===== src/rtl/daq_frame_builder_if.sv =====
// Framed output word stream towards the DAQ link serializer.
// A word moves on a cycle where DOUT_VALID and DOUT_READY are both high.
interface daq_frame_builder_if;
  logic [15:0] DOUT;
  logic        DOUT_VALID;
  logic        DOUT_LAST;
  logic        DOUT_READY;

  modport master (
    output DOUT,
    output DOUT_VALID,
    output DOUT_LAST,
    input  DOUT_READY
  );

  modport slave (
    input  DOUT,
    input  DOUT_VALID,
    input  DOUT_LAST,
    output DOUT_READY
  );
endinterface


===== src/rtl/daq_frame_builder.sv =====
// DAQ frame builder.
// Pops one L1A descriptor per event, reads all 16 channel FIFOs in lock-step
// and emits a framed 16-bit word stream: 4 header words, the channel data
// words and 2 trailer words.
//
// state    | meaning
// ---------+-------------------------------------------------------------
// S_IDLE   | wait for a descriptor; pop it and latch SAMP_MAX
// S_L1A_W1 | descriptor word is on L1A_SMP_IN; capture it
// S_L1A_W2 | overlap info is on OVRLP_SMP_IN; capture it
// S_HDR    | emit header words H0..H3
// S_CH_CHK | wait until all 16 FIFOs are non-empty, then read; time out
// S_CH_W   | channel data is on DIN_16CH; capture it
// S_DATA   | emit the 16 captured channel words
// S_TRL    | emit trailer words T0 (word count) and T1 (status, LAST)
module daq_frame_builder #(
  parameter int unsigned TMO_CYC = 1023,
  parameter logic [3:0]  HDR_TAG = 4'hA
) (
  input  logic                RDCLK,
  input  logic                RST,
  input  logic                RDY,
  output logic                L1A_RD_EN,
  input  logic [37:0]         L1A_SMP_IN,
  input  logic [6:0]          OVRLP_SMP_IN,
  input  logic [15:0]         FIFO_EMPTY,
  output logic [15:0]         RD_ENA,
  input  logic [191:0]        DIN_16CH,
  input  logic [6:0]          SAMP_MAX,
  daq_frame_builder_if.master dout_if,
  output logic                BUSY,
  output logic [15:0]         EVT_CNT,
  output logic                TMO_ERR
);

  // The wait timer counts down from TMO_CYC-1; a timeout is declared on the
  // empty cycle that finds it already at zero, i.e. the TMO_CYC-th one.
  localparam int unsigned     WW      = (TMO_CYC > 2) ? $clog2(TMO_CYC) : 1;
  localparam logic [WW-1:0]   WAIT_LD = WW'(TMO_CYC - 1);

  typedef enum logic [2:0] {
    S_IDLE,
    S_L1A_W1,
    S_L1A_W2,
    S_HDR,
    S_CH_CHK,
    S_CH_W,
    S_DATA,
    S_TRL
  } state_t;

  state_t        r_state;
  state_t        w_state_nxt;

  logic [37:0]   r_l1a;
  logic [6:0]    r_ovrlp;
  logic [9:0]    r_blk_tgt;
  logic [9:0]    r_blk_cnt;
  logic [3:0]    r_idx;
  logic [11:0]   r_hold [16];
  logic [11:0]   r_dwc;
  logic [WW-1:0] r_wait;
  logic          r_abort;
  logic          r_partial;
  logic          r_tmo_err;
  logic [15:0]   r_evt_cnt;

  logic          w_l1a_rd_en;
  logic          w_rd;
  logic          w_valid;
  logic          w_last;
  logic [15:0]   w_dout;
  logic          w_xfer;
  logic          w_fifo_ok;
  logic          w_fifo_mixed;
  logic          w_blk_done;

  assign w_fifo_ok    = (FIFO_EMPTY == 16'h0000);
  assign w_fifo_mixed = (FIFO_EMPTY != 16'h0000) && (FIFO_EMPTY != 16'hFFFF);
  assign w_blk_done   = ((r_blk_cnt + 10'd1) == r_blk_tgt);
  assign w_xfer       = w_valid & dout_if.DOUT_READY;

  // Next-state decode and the combinational outputs of the current state.
  always_comb begin
    w_state_nxt = r_state;
    w_l1a_rd_en = 1'b0;
    w_rd        = 1'b0;
    w_valid     = 1'b0;
    w_last      = 1'b0;
    w_dout      = 16'h0000;
    case (r_state)
      S_IDLE: begin
        // Pops are held off during reset so no descriptor is lost.
        if (RDY && !RST) begin
          w_l1a_rd_en = 1'b1;
          w_state_nxt = S_L1A_W1;
        end
      end
      S_L1A_W1: w_state_nxt = S_L1A_W2;
      S_L1A_W2: w_state_nxt = S_HDR;
      S_HDR: begin
        w_valid = 1'b1;
        case (r_idx[1:0])
          2'd0:    w_dout = {HDR_TAG, r_l1a[23:12]};
          2'd1:    w_dout = {HDR_TAG, r_l1a[11:0]};
          2'd2:    w_dout = {HDR_TAG, r_l1a[35:24]};
          default: w_dout = {HDR_TAG, r_l1a[37], r_l1a[36], 3'b000, r_ovrlp};
        endcase
        if (dout_if.DOUT_READY && (r_idx[1:0] == 2'd3)) w_state_nxt = S_CH_CHK;
      end
      S_CH_CHK: begin
        if (w_fifo_ok) begin
          w_rd        = !RST;
          w_state_nxt = S_CH_W;
        end else if (r_wait == '0) begin
          w_state_nxt = S_TRL;
        end
      end
      S_CH_W: w_state_nxt = S_DATA;
      S_DATA: begin
        w_valid = 1'b1;
        w_dout  = {r_idx, r_hold[r_idx]};
        if (dout_if.DOUT_READY && (r_idx == 4'd15))
          w_state_nxt = w_blk_done ? S_TRL : S_CH_CHK;
      end
      S_TRL: begin
        w_valid = 1'b1;
        if (!r_idx[0]) begin
          w_dout = {4'hE, r_dwc};
        end else begin
          w_dout = {4'hF, r_abort, r_partial, 10'b0};
          w_last = 1'b1;
        end
        if (dout_if.DOUT_READY && r_idx[0]) w_state_nxt = S_IDLE;
      end
      default: w_state_nxt = S_IDLE;
    endcase
  end

  // State register.
  always_ff @(posedge RDCLK) begin
    if (RST) r_state <= S_IDLE;
    else     r_state <= w_state_nxt;
  end

  // Event datapath: descriptor capture, word index, block/word counters,
  // wait timer and status flags.
  always_ff @(posedge RDCLK) begin
    if (RST) begin
      r_l1a     <= '0;
      r_ovrlp   <= '0;
      r_blk_tgt <= '0;
      r_blk_cnt <= '0;
      r_idx     <= '0;
      r_dwc     <= '0;
      r_wait    <= '0;
      r_abort   <= 1'b0;
      r_partial <= 1'b0;
      r_tmo_err <= 1'b0;
      r_evt_cnt <= '0;
      for (int i = 0; i < 16; i++) r_hold[i] <= '0;
    end else begin
      case (r_state)
        S_IDLE: begin
          if (w_l1a_rd_en) begin
            r_blk_tgt <= ({3'b000, SAMP_MAX} + 10'd1) * 10'd6;
            r_blk_cnt <= '0;
            r_idx     <= '0;
            r_dwc     <= '0;
            r_wait    <= WAIT_LD;
            r_abort   <= 1'b0;
            r_partial <= 1'b0;
          end
        end
        S_L1A_W1: r_l1a   <= L1A_SMP_IN;
        S_L1A_W2: r_ovrlp <= OVRLP_SMP_IN;
        S_HDR: begin
          if (w_xfer) r_idx <= (r_idx[1:0] == 2'd3) ? 4'd0 : r_idx + 4'd1;
        end
        S_CH_CHK: begin
          if (w_fifo_mixed) r_partial <= 1'b1;
          if (w_fifo_ok) begin
            r_wait <= WAIT_LD;
          end else if (r_wait == '0) begin
            r_abort   <= 1'b1;
            r_tmo_err <= 1'b1;
          end else begin
            r_wait <= r_wait - 1'b1;
          end
        end
        S_CH_W: begin
          for (int i = 0; i < 16; i++) r_hold[i] <= DIN_16CH[12*i +: 12];
        end
        S_DATA: begin
          if (w_xfer) begin
            r_idx <= r_idx + 4'd1;
            r_dwc <= r_dwc + 12'd1;
            if (r_idx == 4'd15) r_blk_cnt <= r_blk_cnt + 10'd1;
          end
        end
        S_TRL: begin
          if (w_xfer) begin
            if (r_idx[0]) begin
              r_idx     <= 4'd0;
              r_evt_cnt <= r_evt_cnt + 16'd1;
            end else begin
              r_idx <= 4'd1;
            end
          end
        end
        default: ;
      endcase
    end
  end

  assign L1A_RD_EN          = w_l1a_rd_en;
  assign RD_ENA             = {16{w_rd}};
  assign dout_if.DOUT       = w_dout;
  assign dout_if.DOUT_VALID = w_valid;
  assign dout_if.DOUT_LAST  = w_last;
  assign BUSY               = (r_state != S_IDLE) || w_l1a_rd_en;
  assign EVT_CNT            = r_evt_cnt;
  assign TMO_ERR            = r_tmo_err;

endmodule


===== src/flat_wrapper.sv =====
// flat-port wrapper written by rule: the top's interface ports become plain ports
module daq_frame_builder_flat 
#(
  parameter int unsigned TMO_CYC = 1023,
  parameter logic [3:0]  HDR_TAG = 4'hA
)
  (RDCLK, RST, RDY, L1A_RD_EN, L1A_SMP_IN, OVRLP_SMP_IN, FIFO_EMPTY, RD_ENA, DIN_16CH, SAMP_MAX, BUSY, EVT_CNT, TMO_ERR, dout_if_DOUT, dout_if_DOUT_VALID, dout_if_DOUT_LAST, dout_if_DOUT_READY);
  daq_frame_builder_if dout_if_i ();
  input  logic RDCLK;
  input  logic RST;
  input  logic RDY;
  output logic L1A_RD_EN;
  input  logic [37:0] L1A_SMP_IN;
  input  logic [6:0] OVRLP_SMP_IN;
  input  logic [15:0] FIFO_EMPTY;
  output logic [15:0] RD_ENA;
  input  logic [191:0] DIN_16CH;
  input  logic [6:0] SAMP_MAX;
  output logic BUSY;
  output logic [15:0] EVT_CNT;
  output logic TMO_ERR;
  output wire logic [$bits(dout_if_i.DOUT)-1:0] dout_if_DOUT;
  output wire logic [$bits(dout_if_i.DOUT_VALID)-1:0] dout_if_DOUT_VALID;
  output wire logic [$bits(dout_if_i.DOUT_LAST)-1:0] dout_if_DOUT_LAST;
  input wire logic [$bits(dout_if_i.DOUT_READY)-1:0] dout_if_DOUT_READY;
  assign dout_if_DOUT = dout_if_i.DOUT;
  assign dout_if_DOUT_VALID = dout_if_i.DOUT_VALID;
  assign dout_if_DOUT_LAST = dout_if_i.DOUT_LAST;
  assign dout_if_i.DOUT_READY = dout_if_DOUT_READY;
  daq_frame_builder #(.TMO_CYC(TMO_CYC), .HDR_TAG(HDR_TAG)) u_core (.RDCLK(RDCLK), .RST(RST), .RDY(RDY), .L1A_RD_EN(L1A_RD_EN), .L1A_SMP_IN(L1A_SMP_IN), .OVRLP_SMP_IN(OVRLP_SMP_IN), .FIFO_EMPTY(FIFO_EMPTY), .RD_ENA(RD_ENA), .DIN_16CH(DIN_16CH), .SAMP_MAX(SAMP_MAX), .dout_if(dout_if_i), .BUSY(BUSY), .EVT_CNT(EVT_CNT), .TMO_ERR(TMO_ERR));
endmodule

===== config.mk =====
export PLATFORM = sky130hd
export DESIGN_NAME = daq_frame_builder_flat
export DESIGN_NICKNAME = d
export VERILOG_FILES = /design/src/rtl/daq_frame_builder_if.sv /design/src/rtl/daq_frame_builder.sv /design/src/flat_wrapper.sv
export SDC_FILE = /design/constraint.sdc
export NUM_CORES = 1
export LEC_CHECK = 0
export BUFFER_PORTS_ARGS = -buffer_cell sky130_fd_sc_hd__buf_2
export CAP_MARGIN = 40
export CORE_MARGIN = 2
export CORE_UTILIZATION = 50
export CTS_BUF_LIST = sky130_fd_sc_hd__clkbuf_2
export DETAILED_ROUTE_END_ITERATION = 10
export GPL_TIMING_DRIVEN = 1
export PLACE_DENSITY = 0.84
export SLEW_MARGIN = 20
export SYNTH_ARGS = -nofsm -noshare
export SYNTH_HDL_FRONTEND = slang
export SYNTH_SLANG_ARGS = --single-unit

===== constraint.sdc =====
create_clock -name RDCLK -period 6.1 [get_ports RDCLK]
set_input_delay 0.915 -clock RDCLK [delete_from_list [all_inputs] [get_ports RDCLK]]
set_output_delay 0.915 -clock RDCLK [all_outputs]
set_load 0.005 [all_outputs]

==> key figures <==
Pwr
  – Final Total Pwr: about 4.6 mW
  – Power density over the cells: 272.4 nW/um2
  – Net Switching: 1.351 mW
  – Sw frac: 29.15%
  – Worst vdd ir: 171.7 uV
  – Clk pwr share: a little under a third
  – Pint: 3.283 mW
  – Leak: 6.802 nW
  – Seq pwr share: between 50% and 60%
  – Combinational Power Share: 16.3%

Setup path
  – Worst Path Max Fanout: 38
  – Critical path startpoint category: flop
  – Worst setup EP type: primary output
  – CP delay by family, top: multiplexers
  – Crit path required time: 5.18 ns
  – R2R Setup Slk: 3.09 ns
  – Slowest stage cell, crit path: mux4_2
  – Critical-path cell list: buf_4 -> mux4_1 -> mux4_2 -> a221o_1 -> buf_2
  – Max incr delay on CP: 0.55 ns
  – Buf+Inv Stages, Crit Path: 2
  – WP data arrival: between 3 and 4 ns
  – Crit Path Class: reg2out

Timing
  – RSZ-0062 raised after global routing: false
  – Relative slew slack: 42.04%
  – Final worst path period share: approximately two thirds
  – Worst Skew: 0.08823 ns
  – Slew @ Worst Pin: 0.8622 ns
  – Post-Route Setup TNS: 0 ns
  – Period minus WS final: slightly above 4 ns
  – Fin. max-slew vios: 0
  – Post-route setup slack: 1.950 ns
  – Fmax: ~240 MHz
  – Setup violators final: 0
  – Hold slack: 0.2911 ns
  – Hold Fails Final Rpt: 0

Clocking
  – Root Buffer: clkbuf_2
  – Worst-path clk slew: between 0.1 and 0.15 ns
  – Clock Tree Buf Depth: 3
  – Post-CTS Setup Inserts: 0
  – CTS hold repair buffers: 0
  – Cts bufs inserted: 76
  – CTS tree: yes
  – Clk_lat worst skew: 0.88 ns
  – Clock tree sinks: 308
  – CTS-repair resized insts: 0
  – H-tree depth: 3

Final layout
  – Fill cells: 2332
  – Commonest non-fill, non-tap cell in the layout: buf_2
  – Layout cells sized above 1: approximately a third
  – Nets: 1844
  – Commonest cells after routing, fill and taps aside: buf_2 (315), edfxtp_1 (192), nand2_1 (143)
  – Area of the multi-input gates: 5937 um2
  – Area growth, synth to finish: 17.35%
  – Post-route insts no fill: around 2000
  – Sequential Area: between 8000 and 9000 um2

Global route
  – Vias in the first global route: 11116
  – Initial antenna violation count: 4
  – Grt ovf: 0
  – Largest net degree at the start of global routing: a little under 100
  – First-pass GRT wire length: ~58000 um
  – Global Route Usage Sum: approximately 25%

Logic synthesis
  – Yosys reg bits: 308
  – Synth warn: 0
  – Top cells by area, synth: edfxtp_1 (40%), dfxtp_1 (16%), mux4_2 (7.9%)
  – Post-Syn Instances: 1242
  – Count of different cell masters after synthesis: between 60 and 70
  – Syn_area_per_cell: 11.67 um2
  – Seq/Total Area, Yosys: 55.79%
  – Post-Syn Area: 14500 um2
  – Post-synth top area share: slightly below 40%
  – Number of flops mapped to enable cells by yosys: about 190
  – Area leader, netlist: edfxtp_1
  – Synth Net Count: 1525
  – Post-synth top flop: edfxtp_1
  – Async set or reset register ratio after synthesis: 0%

Placement
  – Cell total after placement: 1866
  – PortBufs: between 300 and 400
  – DP HPWL: 28600 um
  – Setup WS pre-CTS: 2.540 ns
  – RePlAce Congestion: roughly 0.84

Route
  – Via-to-Cell Ratio: roughly 5.5
  – Total Wirelength: 38330 um
  – Pre-Repair DR Iteration Count: 7
  – Via count: ~11000
  – DR DRC count: 0
  – Antenna Nets Post-Route: 0
  – Wirelength per Cell: about 19 um
  – Detailed Route Iter0 Violations: 872

Status
  – Status: finished, final reports clean

Floorplan
  – Die H: 174.3 um
  – Total core area: 28630 um2
  – Num rows: 62
  – Starting density of the core: slightly above 50%
  – Die W: 174.3 um
  – Top Ports: roughly 320
  – Die ar.: between 30000 and 40000 um2

Worst hold path
  – Worst hold path class: in2reg

Run
  – Max cap viols: 0
[layout make-up]
type	instances	share of cell area (%)
Multi-Input combinational cell	828	34.90
Inverter	17	0.3751
Clock inverter	18	0.9709
Sequential cell	308	47.57
Tap cell	384	2.824
Antenna cell	1	0.01471
Timing Repair Buffer	330	10.28
Clock buffer	104	3.060
[power groups by stage]
stage          Combinational, mW  Sequential [mW]  Clock (mW)
6_report                   0.755             2.49        1.39
3_5_place_dp               0.749             2.54           0
4_1_cts                    0.752             2.49        1.42
5_1_grt                    0.839             2.51        1.53
2_1_floorplan              0.527             2.49           0
3_3_place_gp               0.713             2.54           0
[flip-flops by register name (all words and copies together), names as in the netlist, named ones only]
| signal | flops |
|---|---|
| u_core.EVT_CNT | 16 |
| u_core.TMO_ERR | 1 |
| u_core.r_abort | 1 |
| u_core.r_blk_cnt | 10 |
| u_core.r_blk_tgt | 9 |
| u_core.r_dwc | 12 |
| u_core.r_hold | 192 |
| u_core.r_idx | 4 |
| u_core.r_l1a | 38 |
| u_core.r_ovrlp | 7 |
| u_core.r_partial | 1 |
| u_core.r_state | 3 |
| u_core.r_wait | 10 |
[Yosys cell counts, types with 19 or more instances]
| library cell | instances |
|---|---|
| a21oi_1 | 85 |
| dfxtp_1 | 116 |
| nand3_1 | 24 |
| nor2_1 | 65 |
| nand4_1 | 19 |
| mux4_2 | 51 |
| and2_1 | 123 |
| nand2_1 | 143 |
| xor2_1 | 30 |
| o21ai_0 | 27 |
| clkbuf_1 | 52 |
| nor2b_1 | 77 |
| edfxtp_1 | 192 |
[logic make-up after synthesis]
| logic type | count (synthesis) | synth area share (%) |
|---|---|---|
| AO/OA/AOI/OAI | 176 | 7.535 |
| XOR/XNOR | 47 | 2.840 |
| flip-flops | 308 | 55.79 |
| multiplexers | 62 | 9.693 |
| AND/OR/NAND/NOR | 524 | 19.03 |
| buffers and inverters | 106 | 3.418 |
| adder cells (fa/ha/maj) | 19 | 1.692 |
[metrics by stage]
stage | util (%) | area [um2]
after global placement | 56.71 | 16230
final | 59.43 | 17010
after detailed placement | 56.93 | 16300
after global routing | 59.43 | 17010
after CTS | 59.32 | 16980
after floorplan | - | 14500
[path summary, 6_finish.rpt]
check | startpoint | endpoint | depth (start not counted)
worst max-delay path | flop | dout_if_DOUT[8] | 5
worst min-delay path | L1A_SMP_IN[23] | u_core.r_l1a[23] | 3
worst max register to register | u_core.r_state[0] | u_core.r_hold[14][9] | 5
worst min register to register | u_core.TMO_ERR | u_core.TMO_ERR | 2
[layer usage]
| metal | wire (um) | global-route usage (%) | vias up |
|---|---|---|---|
| met2 | 19850 | 45.24 | 523 |
| met4 | 1482 | 10.89 | 4 |
| li1 | - | - | 5153 |
| met1 | 14100 | 28.85 | 5219 |
| met3 | 2869 | 5.118 | 90 |
| met5 | 31 | 0 | - |
[worst reg2reg max path: cells and delay by family (launching register included)]
kind                   cells  cell delay (ns)
buffers and inverters      2             0.83
AND/OR/NAND/NOR            3             1.21
flip-flops                 1             0.61
Power figures use the tool's default switching activity.
